$ cat config.mk
export PLATFORM = sky130hd
export DESIGN_NAME = ad7643_seq
export DESIGN_NICKNAME = d
export VERILOG_FILES = /design/src/rtl/ad7643_seq.sv
export SDC_FILE = /design/constraint.sdc
export NUM_CORES = 1
export LEC_CHECK = 0
export ABC_AREA = 0
export CORE_MARGIN = 1.5
export CORE_UTILIZATION = 56
export CTS_CLUSTER_SIZE = 20
export DETAILED_ROUTE_END_ITERATION = 8
export PLACE_DENSITY = 0.8
export SYNTH_ARGS = -nofsm -noshare
export SYNTH_HDL_FRONTEND = slang
export SYNTH_SLANG_ARGS = --single-unit
export TNS_END_PERCENT = 50
$ cat constraint.sdc
create_clock -name clk_i -period 3.29 [get_ports clk_i]
set_clock_uncertainty 0.2 [all_clocks]
set_input_delay 0.8225 -clock clk_i [delete_from_list [all_inputs] [get_ports clk_i]]
set_output_delay 0.8225 -clock clk_i [all_outputs]
set_load 0.01 [all_outputs]
$ cat src/rtl/ad7643_seq.sv
// ============================================================================
// ad7643_seq : AD7643 conversion sequencer (CNVST / BUSY wait / serial read).
// Optional 8-sample moving average when AD7643_SEQ_AVG8_EN is defined.
// Revision : 1.0
// ============================================================================
`default_nettype none

module ad7643_seq #(
  parameter int PERIOD  = 250,
  parameter int CNVST_W = 4,
  parameter int NBITS   = 18,
  parameter int BUSY_TO = 200
) (
  input  logic             clk_i,
  input  logic             rst_ni,
  input  logic             run_i,
  input  logic             clr_flags_i,
  input  logic             adbusy_i,
  input  logic             adsdout_i,
  input  logic             dready_i,
  output logic             adcs_o,
  output logic             adcnvst_o,
  output logic             adsclk_o,
  output logic [NBITS-1:0] dout_o,
  output logic             dvalid_o,
  output logic             overrun_o,
  output logic             timeout_o,
  output logic [2:0]       state_o
);

  typedef enum logic [2:0] {
    IDLE  = 3'd0,
    CONV  = 3'd1,
    WAITB = 3'd2,
    SHIFT = 3'd3,
    GAP   = 3'd4
  } state_t;

  // Counter must survive a stretched period, not just PERIOD.
  localparam int CW = $clog2(PERIOD + CNVST_W + BUSY_TO + 2*NBITS + 2) + 1;
  localparam int SW = $clog2(CNVST_W + BUSY_TO + NBITS + 1) + 1;

  state_t           state_q;
  logic [CW-1:0]    cnt_q;
  logic [SW-1:0]    sub_q;
  logic             busy_seen_q;
  logic [NBITS-2:0] sh_q;
  logic             adcs_q, adcnvst_q, adsclk_q;
  logic [NBITS-1:0] dout_q;
  logic             dvalid_q, overrun_q, timeout_q;

  logic             busy_done, busy_tmo, shift_done;
  logic [NBITS-1:0] word_new, result;

  assign busy_done  = (state_q == WAITB) && busy_seen_q && !adbusy_i;
  assign busy_tmo   = (state_q == WAITB) && !busy_done && (sub_q == SW'(BUSY_TO - 1));
  assign shift_done = (state_q == SHIFT) && adsclk_q && (sub_q == SW'(NBITS - 1));
  assign word_new   = {sh_q, adsdout_i};

`ifdef AD7643_SEQ_AVG8_EN
  logic [NBITS-1:0] hist_q [8];
  logic [NBITS+2:0] sum_q, sum_d;

  assign sum_d  = sum_q - {3'b000, hist_q[7]} + {3'b000, word_new};
  assign result = sum_d[NBITS+2:3];

  always_ff @(posedge clk_i or negedge rst_ni) begin
    if (!rst_ni) begin
      sum_q <= '0;
      for (int i = 0; i < 8; i++) hist_q[i] <= '0;
    end else if (shift_done) begin
      sum_q     <= sum_d;
      hist_q[0] <= word_new;
      for (int i = 1; i < 8; i++) hist_q[i] <= hist_q[i-1];
    end
  end
`else
  assign result = word_new;
`endif

  always_ff @(posedge clk_i or negedge rst_ni) begin
    if (!rst_ni) begin
      state_q     <= IDLE;
      cnt_q       <= '0;
      sub_q       <= '0;
      busy_seen_q <= 1'b0;
      sh_q        <= '0;
      adcs_q      <= 1'b1;
      adcnvst_q   <= 1'b0;
      adsclk_q    <= 1'b0;
      dout_q      <= '0;
      dvalid_q    <= 1'b0;
      overrun_q   <= 1'b0;
      timeout_q   <= 1'b0;
    end else begin
      if (state_q != IDLE) cnt_q <= cnt_q + CW'(1);
      case (state_q)
        IDLE: begin
          if (run_i) begin
            state_q   <= CONV;
            cnt_q     <= '0;
            sub_q     <= '0;
            adcnvst_q <= 1'b1;
          end
        end
        CONV: begin
          sub_q <= sub_q + SW'(1);
          if (sub_q == SW'(CNVST_W - 1)) begin
            state_q     <= WAITB;
            sub_q       <= '0;
            adcnvst_q   <= 1'b0;
            adcs_q      <= 1'b0;
            busy_seen_q <= 1'b0;
          end
        end
        WAITB: begin
          sub_q <= sub_q + SW'(1);
          if (adbusy_i) busy_seen_q <= 1'b1;
          if (busy_done) begin
            state_q  <= SHIFT;
            sub_q    <= '0;
            adsclk_q <= 1'b0;
          end else if (busy_tmo) begin
            state_q <= GAP;
            adcs_q  <= 1'b1;
          end
        end
        SHIFT: begin
          adsclk_q <= ~adsclk_q;
          // The ADC bit is taken on the edge that drops SCLK.
          if (adsclk_q) begin
            sh_q  <= word_new[NBITS-2:0];
            sub_q <= sub_q + SW'(1);
          end
          if (shift_done) begin
            state_q  <= GAP;
            adsclk_q <= 1'b0;
            adcs_q   <= 1'b1;
          end
        end
        GAP: begin
          if (cnt_q >= CW'(PERIOD - 1)) begin
            cnt_q <= '0;
            sub_q <= '0;
            if (run_i) begin
              state_q   <= CONV;
              adcnvst_q <= 1'b1;
            end else begin
              state_q <= IDLE;
            end
          end
        end
        default: state_q <= IDLE;
      endcase

      if (shift_done) begin
        dout_q   <= result;
        dvalid_q <= 1'b1;
      end else if (dvalid_q && dready_i) begin
        dvalid_q <= 1'b0;
      end

      if (shift_done && dvalid_q && !dready_i) overrun_q <= 1'b1;
      else if (clr_flags_i)                   overrun_q <= 1'b0;

      if (busy_tmo)         timeout_q <= 1'b1;
      else if (clr_flags_i) timeout_q <= 1'b0;
    end
  end

  assign adcs_o    = adcs_q;
  assign adcnvst_o = adcnvst_q;
  assign adsclk_o  = adsclk_q;
  assign dout_o    = dout_q;
  assign dvalid_o  = dvalid_q;
  assign overrun_o = overrun_q;
  assign timeout_o = timeout_q;
  assign state_o   = state_q;

endmodule

`default_nettype wire
* After elaboration in Yosys (flattened, before gate mapping)
Index checks and enable logic that the tools add are counted.
** Storage, ports and cells
- Register bits :: 64
- Output and inout bits :: 27
- Word-level logic and storage cells :: 98
** Operators by class
- Add/sub/neg operators :: 2
- Order comparisons :: 1
- Equal/unequal tests :: 17
- Mux-type cells :: 36
- Bitwise gates (word level) :: 1
- Reductions and logical operators :: 29
** Operators by type and width (count)
- $mux 9 :: 5
- $pmux 9 s5 :: 1
- $mux 10 :: 3
- $pmux 10 s2 :: 1
- $mux 3 :: 6
- $ne 2x2->1 const B :: 9
- $mux 1 :: 15
- $pmux 3 s5 :: 1
- $add 10x1->10 const B :: 1
- $ge 10x8->1 const B :: 1
- $reduce_and 5->1 :: 2
- $reduce_bool 2->1 :: 5
- $add 9x1->9 const B :: 1
- $eq 9x2->1 const B :: 1
- $eq 9x5->1 const B :: 1
- $eq 9x8->1 const B :: 1
- $logic_and 1x1->1 :: 9
- $reduce_bool 3->1 :: 3
- $eq 3x2->1 const B :: 2
- $pmux 1 s3 :: 2
- $reduce_and 3->1 :: 2
- $reduce_bool 5->1 :: 1
- $pmux 1 s2 :: 2
- $reduce_and 2->1 :: 2
- 7 further kinds :: 9

* Logic depth before layout (Yosys ltp)
Gate-level depths: netlist (run 1).
- Word-level depth :: 9
- Gate-level depth with buffers :: 8

* Least setup slack after synthesis (run 1)
Ideal clock, no wire load.
- Path type :: input-to-reg
- Start :: input run_i
- End :: register state_q[0] (netlist: state_o[0])
- Data arrival time :: 2044 ps
- Data required time :: 2965 ps
- Setup slack :: 921 ps
- Stages on the path :: 5
- Path buffers :: 1
- Cells stage by stage :: nand2b_1 buf_2 o21ai_2 or4_4 mux2_4
** Between the ends
- Cells in the longest elaborated chain, start to end :: 3
- Elaborated cells between the ends (all ways) :: 5
- Classes of those cells :: eq/ne (1); mux (3); reduce/logical (1)
** Ends and longest elaborated chain
- start: declaration :: RTL line 16 : input logic run_i,
- $mux 1 :: RTL line 145 : if (run_i) begin
- $mux 3 :: RTL line 142 : if (cnt_q >= CW'(PERIOD - 1)) begin
- $pmux 3 s5 :: RTL line 97 : case (state_q)
- end signal: assignment :: RTL line 100 : state_q <= CONV;
- end signal: assignment :: RTL line 146 : state_q <= CONV;
- end signal: assignment :: RTL line 149 : state_q <= IDLE;
- end: declaration :: RTL line 43 : state_t state_q;
Parallel ways exist; a longest one is shown, timed or not. The select of a mux whose other input is x is not followed.
A chain may end at the register's enable or synchronous reset.

* Final worst setup path (run 1)
- Start :: register state_q[0] (netlist: state_o[0])
- End :: output state_o[0]
** RTL lines
- start signal: assignment :: RTL line 83 : state_q <= IDLE;
- start signal: assignment :: RTL line 100
- start signal: assignment :: RTL line 109 : state_q <= WAITB;
- end: declaration :: RTL line 28 : output logic [2:0] state_o
No word-level cell between the ends.

==> results of run 1 <==
logic make-up (layout without fill, tap and decap cells):
logic type / after synthesis / count (layout) / share of synthesized area (%)
compound gates: 56 / 56 / 12.9
xor+xnor: 1 / 1 / 0.292
fa+ha+maj: 5 / 5 / 2.09
buf+inv: 20 / 64 / 2.71
flops: 64 / 64 / 53.5
mux: 38 / 38 / 14.5
simple gates: 73 / 73 / 13.9
synthesized netlist by cell type, types with 2 or more instances:
cell type / instances / share of area [%]
a32o_1: 2 / 0.67
ha_1: 5 / 2.1
a221o_1: 5 / 1.7
clkbuf_1: 4 / 0.50
a21o_1: 3 / 0.75
a211oi_1: 2 / 0.50
o21ai_2: 2 / 0.58
nor2_1: 13 / 1.6
o21a_1: 2 / 0.50
a21oi_1: 10 / 1.7
a31oi_1: 6 / 1.3
mux2_4: 2 / 1.0
o2bb2ai_1: 3 / 0.88
buf_2: 4 / 0.67
nor2b_1: 6 / 1.3
or2_2: 4 / 0.83
nand2_1: 8 / 1.0
mux2_2: 36 / 14
o22ai_1: 2 / 0.42
and3_1: 12 / 2.5
nor3_1: 5 / 0.83
inv_1: 11 / 1.4
o21ai_0: 11 / 1.8
nand3_1: 12 / 2.0
nor3b_1: 3 / 0.75
a41oi_1: 2 / 0.58
dfrtp_1: 63 / 53
a2111oi_0: 2 / 0.58
nand2b_1: 3 / 0.63
worst register-to-register path, delay by kind of cell (launching register included):
kind,cells,cell delay (ns)
simple gates,3,1.30
flops,1,0.44
compound gates,2,0.49
report_power, final:
part           total (µW)  switching (µW)  internal, µW
combinational         795             424           371
clock                 672             303           369
sequential           1070             160           907
layer usage:
| metal | wire [µm] | global-route usage [%] |
|---|---|---|
| met5 | 0 | 0 |
| met4 | 103 | 9.63 |
| met3 | 218 | 5.51 |
| met2 | 2710 | 32.3 |
| met1 | 2740 | 31.0 |
worst max-delay path by stage:
stage | end | startpoint | slack [ns] | cells past startpoint
after floorplan | state_o[0] | run_i | 0.92 | 5
after global placement | sub_q[0] | adbusy_i | 0.48 | 6
after detailed placement | sub_q[5] | adbusy_i | 0.40 | 6
after CTS | state_o[0] | state_o[0] | 0.63 | 1
after global routing | state_o[0] | state_o[0] | 0.53 | 1
final | state_o[0] | state_o[0] | 0.63 | 1
sequential cells by signal (all words and copies together), names as in the netlist:
signal and cells:
state_o 3, timeout_o 1, adsclk_o 1, sub_q 9, overrun_o 1, sh_q 17, adcnvst_o 1, dout_o 18
adcs_o 1, busy_seen_q 1, dvalid_o 1, cnt_q 10
final cells by class:
| cell class | instances | area, µm² | area share [%] |
|---|---|---|---|
| clock buffer | 11 | 141 | 3.92 |
| timing repair buffer | 37 | 368 | 10.2 |
| tap | 70 | 87.6 | 2.43 |
| sequential | 64 | 1600 | 44.4 |
| inverter | 11 | 41.3 | 1.14 |
| clock inverter | 5 | 56.3 | 1.56 |
| multi-input combinational | 173 | 1310 | 36.4 |
through the flow:
stage               setup WS (ns)  hold WS (ns)  power (µW)  cells
CTS                         0.633         0.305        2550    371
finish                      0.635         0.300        2530    371
global route                0.528         0.318        2700    371
detailed placement          0.401         0.294        1870    355
floorplan                   0.921         0.265        1630    257
global placement            0.475         0.289        1840    355
==> out/qor.yml, run 1 <==
global_route:
  antenna_found_initial: 0
  grt_max_degree: 38
  grt_usage_pct: 21.9
  grt_pass1_wl_um: 10000
  grt_pass1_vias: 2052
  gr-total-overflow: 0
routing:
  initialDrtViolationCount: 126
  wirelength_um: 5770
  avgRoutedWirePerCell_um: 15.6
  drc: 0
  dr.pass1.iters: 4
  via_count: 2153
  ant_nets: 0
  vias_per_cell: 5.80
synthesis:
  synth_cell_types: 43
  synth_nets: 269
  synth_edf_count: 0
  synthFlopType: "dfrtp_1"
  yosysWarnings: 0
  async_flop_share_pct: 100
  postSynthAreaPerCell_um2: 11.7
  postSynthCellCount: 257
  syn-cell-area_um2: 3000
  ys_seq_area_share_pct: 53.5
  yosys_register_bits: 64
pwr:
  leakagePower_uw: 0.00170
  powerDensity_nw_per_um2: 702
  ir_worst_vdd_v: 0.000379
placement:
  hpwl_um: 3860
  place_congestion: 0.906
  placed_area_um2: 3410
  portBuffers: 33
clocking:
  cts_buffers: 9
  post_cts_buffers: 0
  insertion_delay_ns: 0.34
  clk_path_buf_depth: 2
  htree_num_levels: 3
  path_clk_slew_ns: 0.07
  ctsHoldBuffers: 0
  cts.sinks: 64
  cts_tree: "yes"
  clockRootBuffer: "clkbuf_8"
  cts_resized: 0
floorplan:
  die_h_um: 76.2
  coreArea_um2: 5140
  die_w_um: 76.2
  start_util_pct: 58.3
  rows: 26
  io_pins: 34
  die-area_um2: 5800
setup_path:
  r2r-start: "sub_q[5]"
  startpoint_type: "flip-flop"
  timing.rr.end: "sub_q[5]"
  cp.buffers_inverters: 1
  r2r_cells: 5
  worstSetupPathType: "reg -> out"
  crit_slowest_cell: "dfrtp_1"
  arrival_ns: 1.63
  crit_family: "flip-flops"
  crit_fanout: 18
  crit_chain: "clkdlybuf4s50_1"
  required_ns: 2.27
  r2r_slack_ns: 0.74
  max_stage_delay_ns: 0.66
  end_kind: "primary output"
timing:
  worst_slew_pin_slew_ns: 0.771
  relSlewSlack_pct: 48.1
  hold_viol_final: 0
  finalSetupViolCount: 0
  fin_crit_ns: 2.66
  setup_tns_ns: 0
  fmax_ghz: 0.377
  slew_viol_final: 0
  rsz0062_at_grt: "false"
  fin_crit_sh_pct: 80.7
cells_and_area:
  final_core_util_pct: 70.2
  antenna_cells: 0
  final_common_cell: "dfrtp_1"
  fin_area_um2: 3610
  mostFrequentLayoutCells: "dfrtp_1, mux2_2, clkdlybuf4s50_1, nor2_1"
  nNetsFinal: 308
  fillers: 406
  layout-drive-gt1-share_pct: 22.6
  area_growth_pct: 20.5
run_status:
  status: "completed"
run:
  drv_cap: 0
hold_path:
  hold_path_class: "in -> async"
Note: power is estimated with default switching activity, not from simulation.
==> run 2: changes to the inputs <==
--- a/config.mk
+++ b/config.mk
@@ -7,10 +7,10 @@
 export LEC_CHECK = 0
 export ABC_AREA = 0
 export CORE_MARGIN = 1.5
-export CORE_UTILIZATION = 56
+export CORE_UTILIZATION = 50
 export CTS_CLUSTER_SIZE = 20
 export DETAILED_ROUTE_END_ITERATION = 8
-export PLACE_DENSITY = 0.8
+export PLACE_DENSITY = 0.75
 export SYNTH_ARGS = -nofsm -noshare
 export SYNTH_HDL_FRONTEND = slang
 export SYNTH_SLANG_ARGS = --single-unit
==> constraint.sdc (replaced) <==
create_clock -name clk_i -period 2.37 [get_ports clk_i]
set_clock_uncertainty 0.2 [all_clocks]
set_input_delay 0.5925 -clock clk_i [delete_from_list [all_inputs] [get_ports clk_i]]
set_output_delay 0.5925 -clock clk_i [all_outputs]
set_load 0.01 [all_outputs]
==> run 2 against run 1 <==
  * Critical path depth rose by 6
  * Core utilization down 4.9 points
  * Via count increased by 4.4%
  * Register-to-register slack got worse by 0.59 ns
  * Hold slack improved by 0.0079 ns
  * Non-clock buffer count rose by 26
  * Clock power up 27%
  * Count of clock-buffer cells in the layout fell by 1
  * Sequential cell count unchanged
  * Design area up 5.9%
  * Global-route usage fell by 1.7 points
==> out/qor.yml, run 2 (same netlist as run 1, synthesis figures left out) <==
clocking:
  insertion_delay_ns: 0.35  # about the same
  clockRootBuffer: "clkbuf_8"
  cts_buffers: 9  # unchanged
  cts.sinks: 64  # unchanged
  path_clk_slew_ns: 0.07  # about the same
  cts_tree: "yes"
  htree_num_levels: 3  # unchanged
  clk_path_buf_depth: 2  # unchanged
setup_path:
  crit_family: "compound AO/OA/AOI/OAI gates"
  max_stage_delay_ns: 0.42  # -0.24 ns
  crit_slowest_cell: "clkdlybuf4s50_1"
  end_kind: "flip-flop"
  crit_fanout: 5  # -13
  cp.buffers_inverters: 2  # +1
  startpoint_type: "input port"
  required_ns: 2.39  # +0.12 ns
  crit_chain: "clkdlybuf4s50_1 > nand2b_1 > o21ai_0 > o21ai_2 > nor3b_2 > buf_4 > a221o_1"
  worstSetupPathType: "in -> reg"
  arrival_ns: 2.25  # +0.62 ns
pwr:
  powerDensity_nw_per_um2: 972  # +38%
  leakagePower_uw: 0.00183  # +7.3%
  ir_worst_vdd_v: 0.000476  # +26%
timing:
  rsz0062_at_grt: "false"
  setup_tns_ns: 0  # unchanged
  slew_viol_final: 0  # unchanged
  fmax_ghz: 0.447
  finalSetupViolCount: 0  # unchanged
  fin_crit_ns: 2.24
  relSlewSlack_pct: 71.4  # +23 points
  hold_viol_final: 0  # unchanged
  fin_crit_sh_pct: 94.3
  worst_slew_pin_slew_ns: 0.419  # -0.352 ns
floorplan:
  io_pins: 34  # unchanged
  start_util_pct: 51.2  # -7.1 points
  rows: 28  # +7.7%
  die-area_um2: 6470  # +12%
  die_h_um: 80.4  # +5.6%
  die_w_um: 80.4  # +5.6%
  coreArea_um2: 5850  # +14%
hold_path:
  hold_path_class: "reg -> reg"
routing:
  dr.pass1.iters: 4  # unchanged
  drc: 0  # unchanged
  initialDrtViolationCount: 78  # -38%
  wirelength_um: 5980  # +3.6%
  ant_nets: 0  # unchanged
  vias_per_cell: 5.59  # -3.6%
  avgRoutedWirePerCell_um: 14.9  # -4.4%
  via_count: 2248  # +4.4%
placement:
  portBuffers: 33  # unchanged
  hpwl_um: 4190  # +8.4%
  place_congestion: 0.845  # -6.8%
  placed_area_um2: 3610  # +5.7%
global_route:
  grt_usage_pct: 20.2  # -1.7 points
  grt_max_degree: 48  # +26%
  grt_pass1_vias: 2141  # +4.3%
  antenna_found_initial: 0  # unchanged
  gr-total-overflow: 0  # unchanged
  grt_pass1_wl_um: 9760  # -2.6%
run_status:
  status: "completed"
cells_and_area:
  mostFrequentLayoutCells: "dfrtp_1, mux2_2, clkdlybuf4s50_1, buf_4, nor2_1"
  antenna_cells: 0  # unchanged
  fillers: 456  # +12%
  nNetsFinal: 334  # +8.4%
  fin_area_um2: 3820  # +5.9%
  largest_reg_flops: 18  # unchanged
  multi_input_area_um2: 1320  # +0.76%
  ff_latch_area_um2: 1600  # about the same
  area_growth_pct: 27.5
  layout-drive-gt1-share_pct: 29.7  # +7.1 points
  final_common_cell: "dfrtp_1"
run:
  drv_cap: 0  # unchanged
run 2: area by class of cell:
cell class                 count  share of cell area, %
clock buffer                  10                   3.60
clock inverter                 6                   1.15
inverter                      11                   1.08
sequential                    64                   42.0
timing repair buffer          63                   15.1
multi-input combinational    173                   34.6
tap                           75                   2.46
run 2: what timing repair did:
action	CTS	global route
hold buffers	1	0
pin swaps	1	3
hold endpoints to repair	17	0
cloned	0	0
buffers inserted	1	1
endpoints found under the setup margin	7	11
resized for setup	1	2
run 2: worst paths after layout:
path | startpoint | to | slack (ns) | cells after the start
setup / recovery | adbusy_i | sub_q[8] | 0.13 | 7
hold / removal | dout_o[11] | dout_o[11] | 0.31 | 1
setup reg to reg | cnt_q[0] | state_o[1] | 0.15 | 7
hold reg to reg | dout_o[11] | dout_o[11] | 0.31 | 1
max in group asynchronous | rst_ni | adcs_o | 0.80 | 3
min in group asynchronous | rst_ni | cnt_q[3] | 0.52 | 2
run 2: power breakdown:
part | internal [µW] | total [µW] | switching, µW
Clock | 411 | 853 | 442
Sequential | 1260 | 1420 | 163
Combinational | 744 | 1440 | 692
run 2: through the flow:
stage / util (%) / worst slack (ns) / power, µW / instances / hold slack (ns)
after CTS: 65.1 / 0.00906 / 3720 / 401 / 0.312
after global placement: 61.6 / -0.163 / 2810 / 383 / 0.287
final: 65.3 / 0.134 / 3710 / 402 / 0.308
after detailed placement: 61.6 / -0.210 / 2850 / 383 / 0.296
after floorplan: - / 0.0436 / 2260 / 257 / 0.0969
after global routing: 65.3 / 0.00855 / 3960 / 402 / 0.326
run 2: metal layers:
layer  track usage, %  wire length (µm)  vias up
li1                 -                 -     1079
met1             24.9              2800     1109
met2             33.0              2850       48
met3             3.98               209       12
met4             11.4               125        0
met5                0                 0        -
==> run 3: changes to the inputs <==
--- a/config.mk
+++ b/config.mk
@@ -11,6 +11,7 @@
 export CTS_CLUSTER_SIZE = 20
 export DETAILED_ROUTE_END_ITERATION = 8
 export PLACE_DENSITY = 0.75
+export SKIP_LAST_GASP = 1
 export SYNTH_ARGS = -nofsm -noshare
 export SYNTH_HDL_FRONTEND = slang
 export SYNTH_SLANG_ARGS = --single-unit
==> run 3 against run 2 <==
  * Sequential cell count did not move
  * Maximum frequency decreased by 4.4%
  * Hold slack is the same
  * Design area about the same
  * Die area is the same
  * Critical path type is now reg -> out
  * Sequential power about the same
==> out/qor.yml, run 3 (same netlist as run 1, synthesis figures left out) <==
clocking:
  htree_num_levels: 3  # unchanged
  path_clk_slew_ns: 0.07  # about the same
  insertion_delay_ns: 0.35  # about the same
  clk_path_buf_depth: 2  # unchanged
  clockRootBuffer: "clkbuf_8"
  cts.sinks: 64  # unchanged
  cts_buffers: 9  # unchanged
  cts_tree: "yes"
placement:
  hpwl_um: 4190  # unchanged
  dp_cells: 383  # unchanged
  place_congestion: 0.845  # unchanged
  portBuffers: 33  # unchanged
floorplan:
  die-area_um2: 6470  # unchanged
  start_util_pct: 51.2  # unchanged
  rows: 28  # unchanged
  die_w_um: 80.4  # unchanged
  coreArea_um2: 5850  # unchanged
  io_pins: 34  # unchanged
  die_h_um: 80.4  # unchanged
cells_and_area:
  mostFrequentLayoutCells: "dfrtp_1, mux2_2, clkdlybuf4s50_1, buf_4, nor2_1"
  largest_reg_flops: 18  # unchanged
  area_growth_pct: 27.5  # about the same
  nNetsFinal: 334  # unchanged
  final_common_cell: "dfrtp_1"
  final_core_util_pct: 65.3  # about the same
  fillers: 457  # +0.22%
  layout-drive-gt1-share_pct: 29.4  # -0.31 points
  antenna_cells: 0  # unchanged
  finalNonFillerCells: 402  # unchanged
pwr:
  ir_worst_vdd_v: 0.000476  # about the same
  powerDensity_nw_per_um2: 972  # about the same
  leakagePower_uw: 0.00183  # about the same
timing:
  relSlewSlack_pct: 71.4  # unchanged
  slew_viol_final: 0  # unchanged
  fin_crit_sh_pct: 98.7  # +4.4 points
  fmax_ghz: 0.427  # -4.4%
  worst_slew_pin_slew_ns: 0.419  # unchanged
  rsz0062_at_grt: "true"
  finalSetupViolCount: 0  # unchanged
  hold_viol_final: 0  # unchanged
  fin_crit_ns: 2.34  # +0.104 ns
setup_path:
  crit_family: "buffers and inverters"
  startpoint_type: "flip-flop"
  required_ns: 1.58  # -0.81 ns
  cp.buffers_inverters: 1  # -1
  end_kind: "primary output"
  crit_slowest_cell: "clkdlybuf4s50_1"
  worstSetupPathType: "reg -> out"
  max_stage_delay_ns: 0.62  # +0.20 ns
  crit_fanout: 13  # +8
  arrival_ns: 1.55  # -0.70 ns
  crit_chain: "clkdlybuf4s50_1"
routing:
  initialDrtViolationCount: 78  # unchanged
  via_count: 2248  # unchanged
  ant_nets: 0  # unchanged
  vias_per_cell: 5.59  # unchanged
  drc: 0  # unchanged
  wirelength_um: 5980  # unchanged
  avgRoutedWirePerCell_um: 14.9  # unchanged
  dr.pass1.iters: 4  # unchanged
global_route:
  grt_max_degree: 48  # unchanged
  grt_usage_pct: 20.2  # unchanged
  grt_pass1_wl_um: 9760  # unchanged
  gr-total-overflow: 0  # unchanged
  antenna_found_initial: 0  # unchanged
  grt_pass1_vias: 2141  # unchanged
run:
  drv_cap: 0  # unchanged
run_status:
  status: "completed"
hold_path:
  hold_path_class: "reg -> reg"
-- run 3: repair_timing --
item / 4_1_cts / 5_1_grt
hold buffers: 1 / 0
setup endpoints to repair: 7 / 11
buffers inserted: 1 / 1
pin swaps: 1 / 3
resized for setup: 1 / 1
hold endpoints to repair: 17 / 0
-- run 3: metrics by stage --
stage	total power (µW)	hold slack [ns]	area, µm²	setup WS, ns	TNS, ns
2_1_floorplan	2260	0.0969	3000	0.0436	0
3_3_place_gp	2810	0.287	3610	-0.163	-1.17
3_5_place_dp	2850	0.296	3610	-0.210	-1.67
4_1_cts	3720	0.312	3810	0.00906	0
5_1_grt	3950	0.326	3820	-0.0299	-0.0299
6_report	3710	0.308	3820	0.0301	0
-- run 3: per-layer routing --
layer | up-vias | wire length [µm] | global-route usage, %
li1 | 1079 | - | -
met1 | 1109 | 2800 | 24.9
met2 | 48 | 2850 | 33.0
met3 | 12 | 209 | 3.98
met4 | 0 | 125 | 11.4
met5 | - | 0 | 0
-- run 3: layout make-up --
type	instances	area [µm²]	area share, %
Clock buffer	10	138	3.60
Multi-Input combinational cell	173	1320	34.6
Clock inverter	6	43.8	1.15
Tap cell	75	93.8	2.46
Sequential cell	64	1600	42.0
Inverter	11	41.3	1.08
Timing Repair Buffer	63	578	15.1
-- run 3: worst paths after layout --
check,from,endpoint,slack (ns),depth (start not counted)
worst max-delay path,state_o[2],state_o[2],0.03,1
worst min-delay path,dout_o[11],dout_o[11],0.31,1
worst max register to register,cnt_q[0],state_o[1],0.15,7
worst min register to register,dout_o[11],dout_o[11],0.31,1
max in group asynchronous,rst_ni,adcs_o,0.80,3
min in group asynchronous,rst_ni,cnt_q[3],0.52,2
-- run 3: where the power goes --
| part | switching (µW) | total (µW) | internal [µW] |
|---|---|---|---|
| registers | 163 | 1420 | 1260 |
| clock network | 442 | 853 | 411 |
| logic | 692 | 1440 | 743 |
| total | 1300 | 3710 | 2410 |
==> edit: new RTL, config.mk and constraints of run 2 <==
`BUSY_TO`: 200 -> 300.
--- a/src/rtl/ad7643_seq.sv
+++ b/src/rtl/ad7643_seq.sv
@@ -9,7 +9,7 @@
   parameter int PERIOD  = 250,
   parameter int CNVST_W = 4,
   parameter int NBITS   = 18,
-  parameter int BUSY_TO = 200
+  parameter int BUSY_TO = 300
 ) (
   input  logic             clk_i,
   input  logic             rst_ni,
Behaviour: same outputs for any inputs over 10 cycles, from zero or initial values and one cycle with rst_ni low; that may be too few to reach the edited logic, so the function may still have changed.
==> edit against run 2 <==
The run now ends with setup timing left. Count of clock-buffer cells in the layout is 1 higher. Setup slack worse by 0.32 ns. Design area is 3.9% higher. Register-to-register slack worse by 0.33 ns. Largest power group unchanged. Total power is 3.2% higher. Sequential cell count is 2 higher. First-iteration DRC count is 40% higher. Critical endpoint is now state_o[1]. Core utilization is 0.96 points higher. Area after synthesis is 5.1% higher. Sequential power is 5% higher. Final cell count is 3.7% higher. Wire length is 8.1% higher.
==> edit: results (changes against run 2) <==
| Metric | Value |
|---|---|
| Status | `finished, violations left` |
| Failing checks | `setup timing` |
| First-pass GRT wire length | `10300 um (+5.5%)` |
| Hold WS | `0.273 ns (-0.0349 ns)` |
| Slowest stage delay, CP | `0.55 ns (+0.13 ns)` |
| Final #Nets | `348 (+4.2%)` |
| Hold Path Origin | `cnt_q[7]` |
| Seq/Total Area, Yosys | `52.5% (-1.0 points)` |
| Largest net degree at the start of global routing | `28 (-42%)` |
| Netlist cell types | `44 (+2.3%)` |
| Hold EP | `cnt_q[7]` |
| Via density | `5.64 (+0.86%)` |
| Avg WL per Cell | `15.5 um (+4.2%)` |
| Setup violators final | `23 (+23)` |
| Start point of the critical path | `sub_q[9]` |
| Vias in the first global route | `2164 (+1.1%)` |
| Synthesized Nets | `286 (+6.3%)` |
| Final worst slack | `-0.184 ns (-0.318 ns)` |
| Sw Pwr | `0.00138 W (+6.5%)` |
| Top post-synthesis cells by area | `dfrtp_1, mux2_4, mux2_2, nand3_1, nand2_1` |
| Dpl hpwl | `4340 um (+3.8%)` |
| DRT iter0 DRCs | `109 (+40%)` |
| Setup TNS Final | `-3.39 ns (-3.39 ns)` |
| CP max-delay cell | `or4_4` |
| Reg2Reg Depth | `6 (-1)` |
==> edit: metrics by stage <==
step / worst slack (ns) / std cells / instance area (um2)
final: -0.184 / 417 / 3970
after global routing: -0.241 / 417 / 3970
after CTS: -0.194 / 415 / 3910
after detailed placement: -0.198 / 397 / 3720
after global placement: -0.152 / 397 / 3720
after floorplan: -0.152 / 275 / 3160
==> edit: cell type report <==
cell class	instances	area, um2
clock buffers	11	141
clock inverters	5	30.0
multi-input cells	182	1420
inverters	16	60.1
repair buffers	62	569
well taps	75	93.8
fillers	448	2020
flip-flops and latches	66	1650
==> edit: power groups by stage <==
stage | Combinational [W] | Clock [W] | Sequential [W]
final | 0.00151 | 0.000836 | 0.00149
after global routing | 0.00163 | 0.000912 | 0.00152
after CTS | 0.00138 | 0.000859 | 0.00148
after detailed placement | 0.00135 | 0 | 0.00150
after global placement | 0.00133 | 0 | 0.00149
after floorplan | 0.000869 | 0 | 0.00149
==> edit: kinds of logic after synthesis <==
logic type / share of synthesized area [%]
AOI/OAI and AO/OA: 11.2
muxes: 15.0
and+or+nand+nor: 14.8
adders and majority gates: 1.59
xor gates and xnor gates: 1.11
buffers and inverters: 3.81
DFF: 52.5
==> edit: worst max path at each step <==
stage / cells past startpoint / endpoint / slack [ns]
detailed placement: 4 / dout_o[12] / -0.20
finish: 6 / state_o[1] / -0.18
floorplan: 5 / dout_o[0] / -0.15
global placement: 4 / dout_o[1] / -0.15
global route: 6 / state_o[1] / -0.24
CTS: 6 / state_o[1] / -0.19
==> edit: metal layers <==
layer | vias up | share of wire [%] | global-route usage (%)
met4 | 0 | 1.3 | 8.31
met5 | - | 0 | 0
met3 | 14 | 5.4 | 5.38
met2 | 75 | 47 | 31.2
li1 | 1119 | - | -
met1 | 1144 | 46 | 27.4
